$ cat config.mk
export PLATFORM = sky130hd
export DESIGN_NAME = instr_fetch_unit_flat
export DESIGN_NICKNAME = d
export VERILOG_FILES = /design/src/rtl/ifu_pkg.sv /design/src/rtl/ifu_if.sv /design/src/rtl/pc_reg.sv /design/src/rtl/instr_fetch_unit.sv /design/src/flat_wrapper.sv
export SDC_FILE = /design/constraint.sdc
export NUM_CORES = 1
export LEC_CHECK = 0
export ABC_AREA = 1
export BUFFER_PORTS_ARGS = -buffer_cell sky130_fd_sc_hd__buf_2
export CAP_MARGIN = 20
export CORE_ASPECT_RATIO = 0.5
export CORE_MARGIN = 2
export CORE_UTILIZATION = 35
export CTS_CLUSTER_DIAMETER = 120
export DETAILED_ROUTE_END_ITERATION = 10
export GPL_TIMING_DRIVEN = 0
export MAX_ROUTING_LAYER = met4
export PLACE_DENSITY = 0.63
export SLEW_MARGIN = 20
export SYNTH_ARGS = -nofsm -noshare
export SYNTH_HDL_FRONTEND = slang
export SYNTH_SLANG_ARGS = --single-unit
$ cat constraint.sdc
create_clock -name clk -period 4.9 [get_ports clk]
set_clock_uncertainty 0.15 [all_clocks]
set_input_delay 0.735 -clock clk [delete_from_list [all_inputs] [get_ports clk]]
set_output_delay 0.735 -clock clk [all_outputs]
set_load 0.03 [all_outputs]
$ cat src/rtl/ifu_pkg.sv
// Shared types and constants for the instruction fetch unit.
package ifu_pkg;

  localparam int unsigned INSTR_W    = 16;
  localparam int unsigned DEF_ADDR_W = 8;

  typedef enum logic [2:0] {
    StIdle    = 3'd0,
    StIssue   = 3'd1,
    StWait    = 3'd2,
    StCapture = 3'd3,
    StCommit  = 3'd4
  } ifu_state_e;

  function automatic logic [15:0] sat_inc16(input logic [15:0] v);
    return (v == 16'hFFFF) ? v : v + 16'd1;
  endfunction

endpackage

$ cat src/rtl/ifu_if.sv
// Control, instruction-memory and IR signals of the fetch unit, bundled as one interface.
interface ifu_if #(
  parameter int unsigned ADDR_W = 8,
  parameter int unsigned DATA_W = 16
);
  logic              fetch_req;
  logic              stall;
  logic              branch_en;
  logic [ADDR_W-1:0] branch_addr;
  logic [ADDR_W-1:0] imem_addr;
  logic              imem_rd_en;
  logic [DATA_W-1:0] imem_rdata;
  logic [DATA_W-1:0] ir_din;
  logic              ir_write_en;
  logic [ADDR_W-1:0] pc;
  logic              busy;
  logic [15:0]       instr_count;

  modport master (
    input  fetch_req, stall, branch_en, branch_addr, imem_rdata,
    output imem_addr, imem_rd_en, ir_din, ir_write_en, pc, busy, instr_count
  );

  modport slave (
    output fetch_req, stall, branch_en, branch_addr, imem_rdata,
    input  imem_addr, imem_rd_en, ir_din, ir_write_en, pc, busy, instr_count
  );
endinterface

$ cat src/rtl/pc_reg.sv
// Program counter: synchronous reset load, external load, and a wrapping pc+1.
module pc_reg #(
  parameter int unsigned       ADDR_W   = 8,
  parameter logic [ADDR_W-1:0] RESET_PC = '0
) (
  input  logic              clk,
  input  logic              rst,
  input  logic              load,
  input  logic [ADDR_W-1:0] load_addr,
  output logic [ADDR_W-1:0] pc,
  output logic [ADDR_W-1:0] pc_plus1
);

  logic [ADDR_W-1:0] pc_q;

  always_ff @(posedge clk) begin
    if (rst) begin
      pc_q <= RESET_PC;
    end else if (load) begin
      pc_q <= load_addr;
    end
  end

  assign pc       = pc_q;
  // Modulo 2^ADDR_W by construction: all-ones wraps to zero.
  assign pc_plus1 = pc_q + ADDR_W'(1);

endmodule

$ cat src/rtl/instr_fetch_unit.sv
// Fetch FSM: issues an imem read at the PC, captures the word and pulses the IR load.
module instr_fetch_unit
  import ifu_pkg::*;
#(
  parameter int unsigned       ADDR_W   = DEF_ADDR_W,
  parameter int unsigned       DATA_W   = INSTR_W,
  parameter logic [ADDR_W-1:0] RESET_PC = '0,
  parameter int unsigned       MEM_LAT  = 1
) (
  input logic   clk,
  input logic   rst,
  ifu_if.master bus
);

  localparam int unsigned CNT_W = (MEM_LAT < 2) ? 1 : $clog2(MEM_LAT + 1);

  ifu_state_e        state_q, state_d;
  logic [CNT_W-1:0]  lat_q, lat_d;
  logic              pend_q, pend_d;
  logic [ADDR_W-1:0] pend_addr_q, pend_addr_d;
  logic [ADDR_W-1:0] addr_q, addr_d;
  logic [DATA_W-1:0] ir_q, ir_d;
  logic [15:0]       cnt_q, cnt_d;

  logic              pc_load;
  logic [ADDR_W-1:0] pc_load_addr;
  logic [ADDR_W-1:0] pc;
  logic [ADDR_W-1:0] pc_plus1;

  pc_reg #(
    .ADDR_W   (ADDR_W),
    .RESET_PC (RESET_PC)
  ) u_pc_reg (
    .clk       (clk),
    .rst       (rst),
    .load      (pc_load),
    .load_addr (pc_load_addr),
    .pc        (pc),
    .pc_plus1  (pc_plus1)
  );

  always_comb begin
    state_d      = state_q;
    lat_d        = lat_q;
    pend_d       = pend_q;
    pend_addr_d  = pend_addr_q;
    addr_d       = addr_q;
    ir_d         = ir_q;
    cnt_d        = cnt_q;
    pc_load      = 1'b0;
    pc_load_addr = bus.branch_addr;

    // While a fetch is in flight a redirect is parked; the newest one overwrites older ones.
    if (state_q != StIdle && bus.branch_en) begin
      pend_d      = 1'b1;
      pend_addr_d = bus.branch_addr;
    end

    unique case (state_q)
      StIdle: begin
        pc_load = bus.branch_en;
        if (bus.fetch_req && !bus.stall) begin
          state_d = StIssue;
          addr_d  = bus.branch_en ? bus.branch_addr : pc;
        end
      end
      StIssue: begin
        state_d = StWait;
        lat_d   = CNT_W'(MEM_LAT);
      end
      StWait: begin
        if (lat_q == CNT_W'(1)) begin
          state_d = StCapture;
          ir_d    = bus.imem_rdata;
        end else begin
          lat_d = lat_q - CNT_W'(1);
        end
      end
      StCapture: begin
        state_d = StCommit;
      end
      StCommit: begin
        state_d      = StIdle;
        pc_load      = 1'b1;
        pc_load_addr = bus.branch_en ? bus.branch_addr :
                       pend_q        ? pend_addr_q     : pc_plus1;
        pend_d       = 1'b0;
        cnt_d        = sat_inc16(cnt_q);
      end
      default: begin
        state_d = StIdle;
      end
    endcase
  end

  always_ff @(posedge clk) begin
    if (rst) begin
      state_q     <= StIdle;
      lat_q       <= '0;
      pend_q      <= 1'b0;
      pend_addr_q <= '0;
      addr_q      <= '0;
      ir_q        <= '0;
      cnt_q       <= '0;
    end else begin
      state_q     <= state_d;
      lat_q       <= lat_d;
      pend_q      <= pend_d;
      pend_addr_q <= pend_addr_d;
      addr_q      <= addr_d;
      ir_q        <= ir_d;
      cnt_q       <= cnt_d;
    end
  end

  assign bus.imem_addr   = addr_q;
  assign bus.imem_rd_en  = (state_q == StIssue);
  assign bus.ir_din      = ir_q;
  assign bus.ir_write_en = (state_q == StCommit);
  assign bus.pc          = pc;
  assign bus.busy        = (state_q != StIdle);
  assign bus.instr_count = cnt_q;

endmodule

$ cat src/flat_wrapper.sv
// flat-port wrapper written by rule: the top's interface ports become plain ports
module instr_fetch_unit_flat import ifu_pkg::*;
#(
  parameter int unsigned       ADDR_W   = DEF_ADDR_W,
  parameter int unsigned       DATA_W   = INSTR_W,
  parameter logic [ADDR_W-1:0] RESET_PC = '0,
  parameter int unsigned       MEM_LAT  = 1
)
  (clk, rst, bus_fetch_req, bus_stall, bus_branch_en, bus_branch_addr, bus_imem_rdata, bus_imem_addr, bus_imem_rd_en, bus_ir_din, bus_ir_write_en, bus_pc, bus_busy, bus_instr_count);
  ifu_if #(.ADDR_W(ADDR_W), .DATA_W(DATA_W)) bus_i ();
  input logic clk;
  input logic rst;
  input wire logic [$bits(bus_i.fetch_req)-1:0] bus_fetch_req;
  input wire logic [$bits(bus_i.stall)-1:0] bus_stall;
  input wire logic [$bits(bus_i.branch_en)-1:0] bus_branch_en;
  input wire logic [$bits(bus_i.branch_addr)-1:0] bus_branch_addr;
  input wire logic [$bits(bus_i.imem_rdata)-1:0] bus_imem_rdata;
  output wire logic [$bits(bus_i.imem_addr)-1:0] bus_imem_addr;
  output wire logic [$bits(bus_i.imem_rd_en)-1:0] bus_imem_rd_en;
  output wire logic [$bits(bus_i.ir_din)-1:0] bus_ir_din;
  output wire logic [$bits(bus_i.ir_write_en)-1:0] bus_ir_write_en;
  output wire logic [$bits(bus_i.pc)-1:0] bus_pc;
  output wire logic [$bits(bus_i.busy)-1:0] bus_busy;
  output wire logic [$bits(bus_i.instr_count)-1:0] bus_instr_count;
  assign bus_i.fetch_req = bus_fetch_req;
  assign bus_i.stall = bus_stall;
  assign bus_i.branch_en = bus_branch_en;
  assign bus_i.branch_addr = bus_branch_addr;
  assign bus_i.imem_rdata = bus_imem_rdata;
  assign bus_imem_addr = bus_i.imem_addr;
  assign bus_imem_rd_en = bus_i.imem_rd_en;
  assign bus_ir_din = bus_i.ir_din;
  assign bus_ir_write_en = bus_i.ir_write_en;
  assign bus_pc = bus_i.pc;
  assign bus_busy = bus_i.busy;
  assign bus_instr_count = bus_i.instr_count;
  instr_fetch_unit #(.ADDR_W(ADDR_W), .DATA_W(DATA_W), .RESET_PC(RESET_PC), .MEM_LAT(MEM_LAT)) u_core (.clk(clk), .rst(rst), .bus(bus_i));
endmodule
# --- Word level (Yosys, flattened, before mapping) ---
# Cells that the tools add are included.
# Widths: inputs -> output; s select.
word_totals:
  reg_bits: 61
  inputBits: 29
  output_inout_bits: 51
  elab_cells: 40
classes:
  n_addsub: 3
  eq_ne: 7
  n_mux: 10
  bitwise: 1
  reduce_logical: 11
op_table:
  columns: ["op", "count"]
  rows:
  - ["$mux 8", 4]
  - ["$add 16x1->16 const B", 1]
  - ["$eq 16x16->1 const B", 1]
  - ["$pmux 3 s4", 1]
  - ["$add 8x1->8 const B", 1]
  - ["$reduce_and 2->1", 4]
  - ["$eq 3x2->1 const B", 2]
  - ["$mux 3", 2]
  - ["$ne 2x1->1 const B", 2]
  - ["$pmux 1 s2", 2]
  - ["$eq 3x1->1 const B", 1]
  - ["$eq 3x3->1 const B", 1]
  - ["$logic_not 3->1", 1]
  - ["$reduce_bool 3->1", 1]
  - ["$logic_and 1x1->1", 2]
  - ["$reduce_bool 2->1", 1]
  - ["$reduce_or 2->1", 1]
  - ["$logic_not 1->1", 1]
  - ["$mux 1", 1]
  - ["$not 1->1", 1]
  - ["$sub 1x1->1 const B", 1]

# --- Logic depth before layout (Yosys ltp) ---
# Gate-level depths: netlist of run 1.
logic_depth:
  ltp_word: 4
  ltp_mapped: 9
  mapped_depth_nobuf: 8

# --- Cells and area by module ---
# Synthesis of run 1 repeated with hierarchy kept, for this count alone.
hier_totals:
  hier_cells: 422
  area_unflattened_um2: 2961.6
modules_own_cells:
  columns: ["module", "instances", "cells_per_inst", "area_per_inst_um2"]
  rows:
  - ["instr_fetch_unit", 1, 359, 2553.7]
  - ["pc_reg", 1, 63, 407.9]

# --- Least setup slack after synthesis of run 1 ---
# Ideal clock, no wire load.
synth_timing:
  kind: "register to output"
  from: "reg u_core.state_q[2]"
  to: "out bus_imem_rd_en"
  arrival_ps: 1088
  slack_ps: 2927
  stages_incl_launch_ff: 2
  path_buffers: 0
  path_cell_list: "dfxtp_1 -> nor3_1"
synth_between:
  elab_chain_cells: 1
synth_lines:
  columns: ["element", "line", "source"]
  rows:
  - ["start, declared", "instr_fetch_unit.sv:17", "ifu_state_e state_q, state_d;"]
  - ["start signal, assigned", "instr_fetch_unit.sv:98", "state_q <= StIdle;"]
  - ["start signal, assigned", "instr_fetch_unit.sv:106", "state_q <= state_d;"]
  - ["$eq 3x1->1", "instr_fetch_unit.sv:117", "assign bus.imem_rd_en = (state_q == StIssue);"]
  - ["end, declared", "flat_wrapper.sv:19", "output wire logic [$bits(bus_i.imem_rd_en)-1:0] bus_imem_rd_en;"]
# No other way between the ends.

# --- Worst setup path in the final report of run 1 ---
layout_timing:
  from: "reg u_core.state_q[0]"
  to: "out bus_ir_write_en"
layout_between:
  elab_chain_cells: 1
layout_lines:
  columns: ["element", "line", "source"]
  rows:
  - ["$eq 3x3->1", "instr_fetch_unit.sv:119", "assign bus.ir_write_en = (state_q == StCommit);"]
  - ["end, declared", "flat_wrapper.sv:21", "output wire logic [$bits(bus_i.ir_write_en)-1:0] bus_ir_write_en;"]
# No other way between the ends.

==> reports/qor.csv, run 1 <==
metric,value,unit
status,"finished, final reports clean",
CTS H-Tree Depth,3,
number of synthesized flops with an enable pin,0,
Mapped Nets,441,
initial antenna violation count,0,
"most common cell after layout, fill and taps aside",nand2_1,
pwr/cell area,347,mW/mm2
1st-pass router iterations,5,
Initial DRC Count,175,
CP Buf/Inv Count,2,
cts bufs inserted,9,
drt wl/cell,12.2,um
CP arrival,1.35,ns
most frequent cells in the layout,"nand2_1 (88), buf_2 (82), dfxtp_1 (61)",
final worst path period share,45.6,%
Syn. warnings,0,
Worst Max-Slew Pin Slew,0.637,ns
Die X,133,um
Total GRT Usage,17.7,%
antenna-violating nets left,0,
synthesized instance count,410,
Syn Std Cell Area,0.00289,mm2
Die Ht,68.3,um
Top-Level Pins,80,
input/output buffers,78,
Placer Congestion,0.789,
utilization after layout,46.5,%
Internal,0.951,mW
Initial Utilization,36.1,%
crit path cell chain,"nor2_1, nand2_1, inv_1, buf_2",
Final Hold Vio Count,0,
unrepaired setup endpoints after global routing,false,
crit path capture type,output port,
Total Wirelength,7.53,mm
"FFs w/ async S/R, synth",0,%
Final nets,530,
die area,0.00905,mm2
most used flip-flop cell after synthesis,dfxtp_1,
first-pass GRT wire length,12.0,mm
vias in the first global route,2403,
syn_area_per_cell,7.05,um2
net switching power,0.341,mW
via count,2861,
largest net degree at the start of global routing,13,
hold slack,0.292,ns
diodes inserted,0,
Yosys cell types,26,
Layout area overhead,28.7,%
VDD IR-drop max,154,uV
Sw Ratio,26.4,%
setup TNS,0,ns
placed wire-length estimate,5.51,mm
Avg Vias per Cell,4.64,
"Req. time, crit path",4.01,ns
Slew headroom,57.5,%
clock root buffer,clkbuf_16,
combinational power share,10.0,%
Flop pwr share,41.1,%
clk slew on worst S/H paths,0.06,ns
hold buffers post-CTS,0,
P_leak,1.61,nW
DRC Markers,0,
# rows,23,
CTS tree,yes,
Pins Over Slew Limit,0,
Clock Latency Late Sink,0.33,ns
HP Class,reg2reg,
Finish-stage setup viols,0,
deepest clock path buffer count,2,
clock share of power,48.9,%
Critical Path Start Type,flip-flop,
"Max FO, Critical Path",3,
total grt overflow,0,
Seq cells post-synth,61,
top achievable clock speed,447,MHz
critical path class,reg2out,
cts repair resizes,0,
cell family with most CP delay,buffers and inverters,
delay of the slowest critical-path stage,0.33,ns
"Min Clock Period, post-route",2.23,ns
number of clock sinks,61,
layout cells sized above 1,23.8,%
max-cap viol count,0,
Post-CTS Setup Repair Bufs,0,
Filler cells,859,
Crit-path slowest cell,dfxtp_1,
register area share after synthesis,42.2,%
core footprint,0.00800,mm2
==> worst reg2reg max path, delay by kind of cell, from the launching register on <==
| kind | cells | cell delay (ns) |
|---|---|---|
| DFF | 1 | 0.40 |
| and+or+nand+nor | 4 | 0.39 |
| adders and majority gates | 1 | 0.30 |
| AOI/OAI and AO/OA | 2 | 0.29 |
| buffers and inverters | 2 | 0.27 |
==> per-stage QoR <==
| step | power, mW | cell area, um2 | worst slack (ns) | std cells |
|---|---|---|---|---|
| after floorplan | 0.625 | 2890 | 2.93 | 410 |
| after global placement | 0.670 | 3420 | 2.81 | 600 |
| after detailed placement | 0.671 | 3420 | 2.79 | 600 |
| after CTS | 1.31 | 3720 | 2.63 | 616 |
| after global routing | 1.35 | 3720 | 2.55 | 616 |
| final | 1.29 | 3720 | 2.67 | 616 |
==> final cells by class <==
cell class / instances / area (um2) / area share, %
inverter: 50 / 188 / 5.04
clock buffer: 9 / 225 / 6.05
timing repair buffer: 78 / 390 / 10.5
sequential: 61 / 1220 / 32.8
tap: 112 / 140 / 3.76
buffer: 16 / 80.1 / 2.15
clock inverter: 7 / 75.1 / 2.02
multi-input combinational: 283 / 1400 / 37.7
==> power groups by stage <==
stage	Combinational, mW	Sequential (mW)	Clock, mW
global placement	0.128	0.542	0
global route	0.143	0.534	0.673
detailed placement	0.129	0.542	0
finish	0.129	0.531	0.632
CTS	0.130	0.531	0.646
floorplan	0.0600	0.565	0
==> Yosys cell counts, types with 2 or more instances <==
cell | count | area [um2]
nand2_1 | 88 | 330
dfxtp_1 | 61 | 1220
o21ai_0 | 50 | 250
inv_1 | 48 | 180
a21oi_1 | 44 | 220
nor2_1 | 40 | 150
a21oi_2 | 10 | 87.6
clkbuf_1 | 10 | 37.5
nand3_1 | 10 | 50.1
a31oi_1 | 9 | 56.3
xor2_1 | 8 | 70.1
nand4_1 | 7 | 43.8
nand2_2 | 5 | 31.3
buf_2 | 4 | 20.0
xnor2_1 | 3 | 26.3
buf_6 | 2 | 22.5
ha_1 | 2 | 25.0
==> worst paths after layout <==
path,start,depth (start not counted),slack [ns],to
min reg2reg,u_core.bus.ir_din[6]$_SDFFE_PP0P_,2,0.29,u_core.bus.ir_din[6]$_SDFFE_PP0P_
max reg2reg,u_core.bus.instr_count[0]$_SDFFE_PP0P_,9,2.97,u_core.bus.instr_count[5]$_SDFFE_PP0P_
min,u_core.bus.ir_din[6]$_SDFFE_PP0P_,2,0.29,u_core.bus.ir_din[6]$_SDFFE_PP0P_
max,u_core.state_q[0]$_SDFFE_PP0P_,4,2.67,bus_ir_write_en
==> cells by family after synthesis <==
kind of cell               synth area share (%)
DFF                                        42.2
AOI/OAI and AO/OA                          22.4
xor gates and xnor gates                   3.33
adders and majority gates                 0.865
and+or+nand+nor                            21.9
buffers and inverters                      9.26
==> layer usage <==
layer | global-route usage (%) | part of all wire, % | up-vias
li1 | - | - | 1524
met1 | 22.4 | 52 | 1278
met2 | 26.8 | 43 | 54
met3 | 6.30 | 4.1 | 5
met4 | 5.65 | 0.74 | 0
met5 | - | 0 | -
Power figures use the tool's default switching activity.
==> run 2, diff against run 1 <==
--- a/config.mk
+++ b/config.mk
@@ -15,7 +15,7 @@
 export DETAILED_ROUTE_END_ITERATION = 10
 export GPL_TIMING_DRIVEN = 0
 export MAX_ROUTING_LAYER = met4
-export PLACE_DENSITY = 0.63
+export PLACE_DENSITY = 0.65
 export SLEW_MARGIN = 20
 export SYNTH_ARGS = -nofsm -noshare
 export SYNTH_HDL_FRONTEND = slang
==> constraint.sdc (replaced) <==
create_clock -name clk -period 2 [get_ports clk]
set_clock_uncertainty 0.15 [all_clocks]
set_input_delay 0.3 -clock clk [delete_from_list [all_inputs] [get_ports clk]]
set_output_delay 0.3 -clock clk [all_outputs]
set_load 0.03 [all_outputs]
==> reports/qor.csv, run 2 (synthesis gave the netlist of run 1 again) <==
metric,value,unit,change
max-cap viol count,0,,unchanged
Reg area,0.00122,mm2,+0.10%
pwr/cell area,850,mW/mm2,+140%
final worst path period share,90.0,%,
total grt overflow,0,,unchanged
top achievable clock speed,555,MHz,
Die Ht,68.3,um,unchanged
antenna-violating nets left,0,,unchanged
Die X,133,um,unchanged
number of clock sinks,61,,unchanged
core footprint,0.00800,mm2,unchanged
1st-pass router iterations,5,,unchanged
area of the multi-input gates,0.00141,mm2,+0.18%
input/output buffers,78,,unchanged
Crit-path slowest cell,dfxtp_1,,
hold slack,0.0837,ns,-0.208 ns
most frequent cells in the layout,"nand2_1 (88), buf_2 (82), dfxtp_1 (60)",,
largest net degree at the start of global routing,11,,-2
clk slew on worst S/H paths,0.05,ns,about the same
"Req. time, crit path",2.04,ns,-1.97 ns
"Min Clock Period, post-route",1.80,ns,
vias in the first global route,2594,,+7.9%
deepest clock path buffer count,2,,unchanged
Slew headroom,55.9,%,-1.6 points
Initial DRC Count,132,,-25%
clock root buffer,clkbuf_16,,
crit path cell chain,"ha_2, nand2_2, nor2_4, nand2_2, o21ai_4, inv_2, buf_6, nand2_1, a21oi_2",,
hold path start,bus_branch_addr[0],,
delay of the slowest critical-path stage,0.39,ns,+0.06 ns
CTS H-Tree Depth,3,,unchanged
layout cells sized above 1,24.2,%,+0.40 points
setup TNS,0,ns,unchanged
Total GRT Usage,18.5,%,+0.74 points
"Max FO, Critical Path",10,,+7
initial antenna violation count,0,,unchanged
Clock Latency Late Sink,0.33,ns,about the same
via count,2910,,+1.7%
CP arrival,1.84,ns,+0.49 ns
Initial Utilization,36.1,%,unchanged
Final Hold Vio Count,0,,unchanged
P_leak,1.62,nW,+0.67%
"most used cell, CP",nand2_2,,
Top-Level Pins,80,,unchanged
Critical Path Start Type,flip-flop,,
Placer Congestion,0.842,,+6.7%
Avg Vias per Cell,4.72,,+1.7%
cts bufs inserted,9,,unchanged
PnR Total Power,3.17,mW,+150%
Final nets,531,,+0.19%
RR Startpoint,u_core.bus.instr_count[1]$_SDFFE_PP0P_,,
Post-Layout Cell Count,616,,unchanged
cell family with most CP delay,flip-flops,,
DRC Markers,0,,unchanged
Worst Setup SP,u_core.bus.instr_count[1]$_SDFFE_PP0P_,,
Layout area overhead,29.1,%,
placed wire-length estimate,5.56,mm,+1.0%
first-pass GRT wire length,12.6,mm,+4.5%
"most common cell after layout, fill and taps aside",nand2_1,,
Pins Over Slew Limit,0,,unchanged
diodes inserted,0,,unchanged
CP Buf/Inv Count,2,,unchanged
# rows,23,,unchanged
unrepaired setup endpoints after global routing,false,,
Finish-stage setup viols,0,,unchanged
Worst Max-Slew Pin Slew,0.661,ns,+0.0241 ns
Filler cells,839,,-2.3%
utilization after layout,46.7,%,+0.14 points
drt wl/cell,12.5,um,+2.1%
HP Class,in2reg,,
critical path class,reg2reg,,
hold buffers post-CTS,0,,unchanged
die area,0.00905,mm2,unchanged
VDD IR-drop max,414,uV,+170%
placed insts,600,,unchanged
CTS tree,yes,,
Total Wirelength,7.69,mm,+2.1%
crit path capture type,flip-flop,,
status,"finished, final reports clean",,
==> run 2: cell count changes in the layout (fill, tap and decap cells not counted), sizes merged <==
| cell | before | now |
|---|---|---|
| inv | 50 | 49 |
| buf | 84 | 85 |
| clkinvlp | 3 | 1 |
| clkbuf | 19 | 21 |
==> run 2: area by class of cell <==
class / count / share of cell area (%)
Clock inverter: 4 / 1.27
Tap cell: 112 / 3.75
Clock buffer: 11 / 6.77
Inverter: 50 / 5.03
Buffer: 16 / 2.14
Timing Repair Buffer: 79 / 10.7
Multi-Input combinational cell: 283 / 37.6
Sequential cell: 61 / 32.7
==> run 2: where the power goes <==
part           leakage [nW]  total, mW  internal (mW)  switching (mW)
sequential            0.496       1.30           1.27          0.0380
clock                 0.147       1.55           1.02           0.534
combinational         0.981      0.317          0.100           0.217
total                  1.62       3.17           2.38           0.788
==> run 2: worst paths after layout <==
kind                                                                to  slack, ns  depth (start not counted)
worst min register to register       u_core.bus.ir_din[5]$_SDFFE_PP0P_       0.29                          2
worst max register to register  u_core.bus.instr_count[6]$_SDFFE_PP0P_       0.20                          9
worst min-delay path              u_core.bus.imem_addr[0]$_SDFFE_PP0P_       0.08                          3
worst max-delay path            u_core.bus.instr_count[6]$_SDFFE_PP0P_       0.20                          9
==> run 2: worst register-to-register path, delay by kind of cell, from the launching register on <==
family | cells | cell delay, ns
flops | 1 | 0.39
buf+inv | 2 | 0.24
fa+ha+maj | 1 | 0.27
compound gates | 2 | 0.22
simple gates | 4 | 0.39
==> run 2: metal layers <==
| layer | GRT usage, % | vias up | wire, um |
|---|---|---|---|
| li1 | - | 1518 | - |
| met1 | 22.9 | 1309 | 3760 |
| met2 | 28.5 | 74 | 3400 |
| met3 | 6.30 | 9 | 444 |
| met4 | 6.18 | 0 | 79 |
| met5 | - | - | 0 |
==> run 2: through the flow <==
stage | setup slack [ns] | instance area [um2]
floorplan | 0.0428 | 2890
finish | 0.199 | 3730
detailed placement | 0.0252 | 3420
CTS | 0.0135 | 3720
global placement | 0.0683 | 3420
global route | 0.0641 | 3730
==> run 2: timing repair <==
action                                  CTS  global route
endpoints found under the setup margin    0            12
setup buffers                             0             1
gates resized for setup                   0             2
==> run 3, diff against run 2 <==
--- a/config.mk
+++ b/config.mk
@@ -10,12 +10,12 @@
 export CAP_MARGIN = 20
 export CORE_ASPECT_RATIO = 0.5
 export CORE_MARGIN = 2
-export CORE_UTILIZATION = 35
+export CORE_UTILIZATION = 47
 export CTS_CLUSTER_DIAMETER = 120
 export DETAILED_ROUTE_END_ITERATION = 10
 export GPL_TIMING_DRIVEN = 0
 export MAX_ROUTING_LAYER = met4
-export PLACE_DENSITY = 0.65
+export PLACE_DENSITY = 0.82
 export SLEW_MARGIN = 20
 export SYNTH_ARGS = -nofsm -noshare
 export SYNTH_HDL_FRONTEND = slang
==> reports/qor.csv, run 3 (synthesis gave the netlist of run 1 again) <==
metric,value,unit,change
Initial Utilization,48.1,%,+12 points
setup TNS,0,ns,unchanged
utilization after layout,62.3,%,+16 points
CP arrival,1.91,ns,+0.07 ns
R2R Setup Slk,0.13,ns,-0.06 ns
combinational power share,9.4,%,-0.6 points
CTS tree,yes,,
cts bufs inserted,9,,unchanged
1st-pass router iterations,4,,-1
Post-Layout Cell Count,581,,-5.7%
Sw Ratio,24.2,%,-0.67 points
unrepaired setup endpoints after global routing,false,,
die area,0.00683,mm2,-24%
PnR Total Power,3.41,mW,+7.5%
clock share of power,52.4,%,+3.5 points
RR Endpoint,u_core.bus.instr_count[6]$_SDFFE_PP0P_,,
"Min Clock Period, post-route",1.87,ns,+0.0650 ns
crit path capture type,flip-flop,,
final worst path period share,93.3,%,+3.2 points
Placer Congestion,0.913,,+8.4%
hold slack,0.0926,ns,+0.00890 ns
area of the multi-input gates,0.00142,mm2,+0.71%
drt wl/cell,12.6,um,+1.3%
Filler cells,538,,-36%
first-pass GRT wire length,11.9,mm,-5.2%
Reg area,0.00122,mm2,-0.10%
initial antenna violation count,0,,unchanged
net switching power,0.825,mW,+4.6%
via count,2955,,+1.5%
pwr/cell area,912,mW/mm2,+7.4%
Initial DRC Count,192,,+45%
top achievable clock speed,536,MHz,-3.5%
deepest clock path buffer count,2,,unchanged
FF-to-FF path depth,9,,unchanged
Total GRT Usage,23.5,%,+5.1 points
Slew headroom,60.4,%,+4.5 points
"Max FO, Critical Path",10,,unchanged
Die Ht,59.5,um,-13%
critical path class,reg2reg,,
Die X,115,um,-13%
placed insts,565,,-5.8%
"most common cell after layout, fill and taps aside",nand2_1,,
VDD IR-drop max,377,uV,-8.9%
clk slew on worst S/H paths,0.06,ns,about the same
HP Class,in2reg,,
DRC Markers,0,,unchanged
GR Util met3,6.65,%,+0.35 points
Finish-stage setup viols,0,,unchanged
met2 usage,38.2,%,+9.7 points
GRT Max-Usage Layer,met2,,
diodes inserted,0,,unchanged
antenna-violating nets left,0,,unchanged
GR Layer Usage met1,28.7,%,+5.7 points
Worst Setup EP,u_core.bus.instr_count[6]$_SDFFE_PP0P_,,
Total Wirelength,7.34,mm,-4.5%
Final Hold Vio Count,0,,unchanged
number of clock sinks,61,,unchanged
vias in the first global route,2580,,-0.54%
core footprint,0.00601,mm2,-25%
largest net degree at the start of global routing,13,,+2
layout cells sized above 1,24.0,%,-0.20 points
Pins Over Slew Limit,0,,unchanged
max-cap viol count,0,,unchanged
"Req. time, crit path",2.04,ns,about the same
total grt overflow,0,,unchanged
clock root buffer,clkbuf_16,,
# rows,20,,-13%
RR Startpoint,u_core.bus.instr_count[0]$_SDFFE_PP0P_,,
input/output buffers,78,,unchanged
placed wire-length estimate,5.16,mm,-7.2%
Layout area overhead,29.3,%,
Post-CTS Setup Repair Bufs,0,,unchanged
Critical Path Start Type,flip-flop,,
Worst Max-Slew Pin Slew,0.594,ns,-0.0669 ns
Flop pwr share,38.2,%,-2.9 points
status,"finished, final reports clean",,
most frequent cells in the layout,"nand2_1 (88), buf_2 (82), dfxtp_1 (61)",,
Clock Latency Late Sink,0.33,ns,about the same
CTS H-Tree Depth,3,,unchanged
P_leak,1.63,nW,+0.63%
Final nets,530,,-0.19%
Internal,2.59,mW,+8.5%
Avg Vias per Cell,5.09,,+7.7%
Top-Level Pins,80,,unchanged
Worst Setup SP,u_core.bus.instr_count[0]$_SDFFE_PP0P_,,
## run 3: power by group through the flow
stage	combinational [mW]	clock [mW]	sequential [mW]
2_1_floorplan	0.147	0	1.38
3_3_place_gp	0.309	0	1.33
3_5_place_dp	0.314	0	1.33
4_1_cts	0.319	1.82	1.30
5_1_grt	0.354	1.87	1.31
6_report	0.320	1.79	1.30
## run 3: cell type report
class                           count  area share, %
Timing Repair Buffer               78           10.4
Clock inverter                      7           3.28
Inverter                           50           5.02
Multi-Input combinational cell    283           37.9
Sequential cell                    61           32.7
Clock buffer                        9           6.02
Tap cell                           77           2.58
Buffer                             16           2.14
## run 3: critical path, stage by stage (launching register included)
cell	delay [ns]
dfxtp_1	0.45
ha_4	0.21
nand2_2	0.07
nor2_4	0.11
nand2_2	0.09
o21ai_4	0.24
inv_2	0.11
buf_6	0.16
nand2_1	0.08
a21oi_2	0.05
## run 3: worst min-delay path by stage
stage | startpoint | end | slack (ns) | cells after the start
6_report | bus_branch_addr[0] | u_core.bus.imem_addr[0]$_SDFFE_PP0P_ | 0.09 | 3
5_1_grt | bus_branch_addr[0] | u_core.bus.imem_addr[0]$_SDFFE_PP0P_ | 0.09 | 3
4_1_cts | bus_branch_addr[0] | u_core.bus.imem_addr[0]$_SDFFE_PP0P_ | 0.08 | 3
3_5_place_dp | u_core.bus.ir_din[5]$_SDFFE_PP0P_ | u_core.bus.ir_din[5]$_SDFFE_PP0P_ | 0.28 | 2
3_3_place_gp | u_core.bus.ir_din[9]$_SDFFE_PP0P_ | u_core.bus.ir_din[9]$_SDFFE_PP0P_ | 0.28 | 2
2_1_floorplan | u_core.pend_addr_q[2]$_SDFFE_PP0P_ | u_core.pend_addr_q[2]$_SDFFE_PP0P_ | 0.28 | 2
## run 3: metrics by stage
stage          setup WS [ns]  instance area [um2]
6_report               0.134                 3740
4_1_cts               0.0554                 3730
3_3_place_gp          0.0945                 3380
5_1_grt               0.0337                 3740
2_1_floorplan         0.0428                 2890
3_5_place_dp          0.0774                 3380
## run 3: repair_timing
action | in CTS | in global routing
hold endpoints to repair | 0 | 0
setup endpoints to repair | 0 | 11
resized for setup | 0 | 2
hold buffers | 0 | 0
## run 3: layer usage
layer  wire (um)  share of wire [%]
met5           0                  0
met4          72               0.98
met3         457                6.2
met1        3360                 46
met2        3450                 47
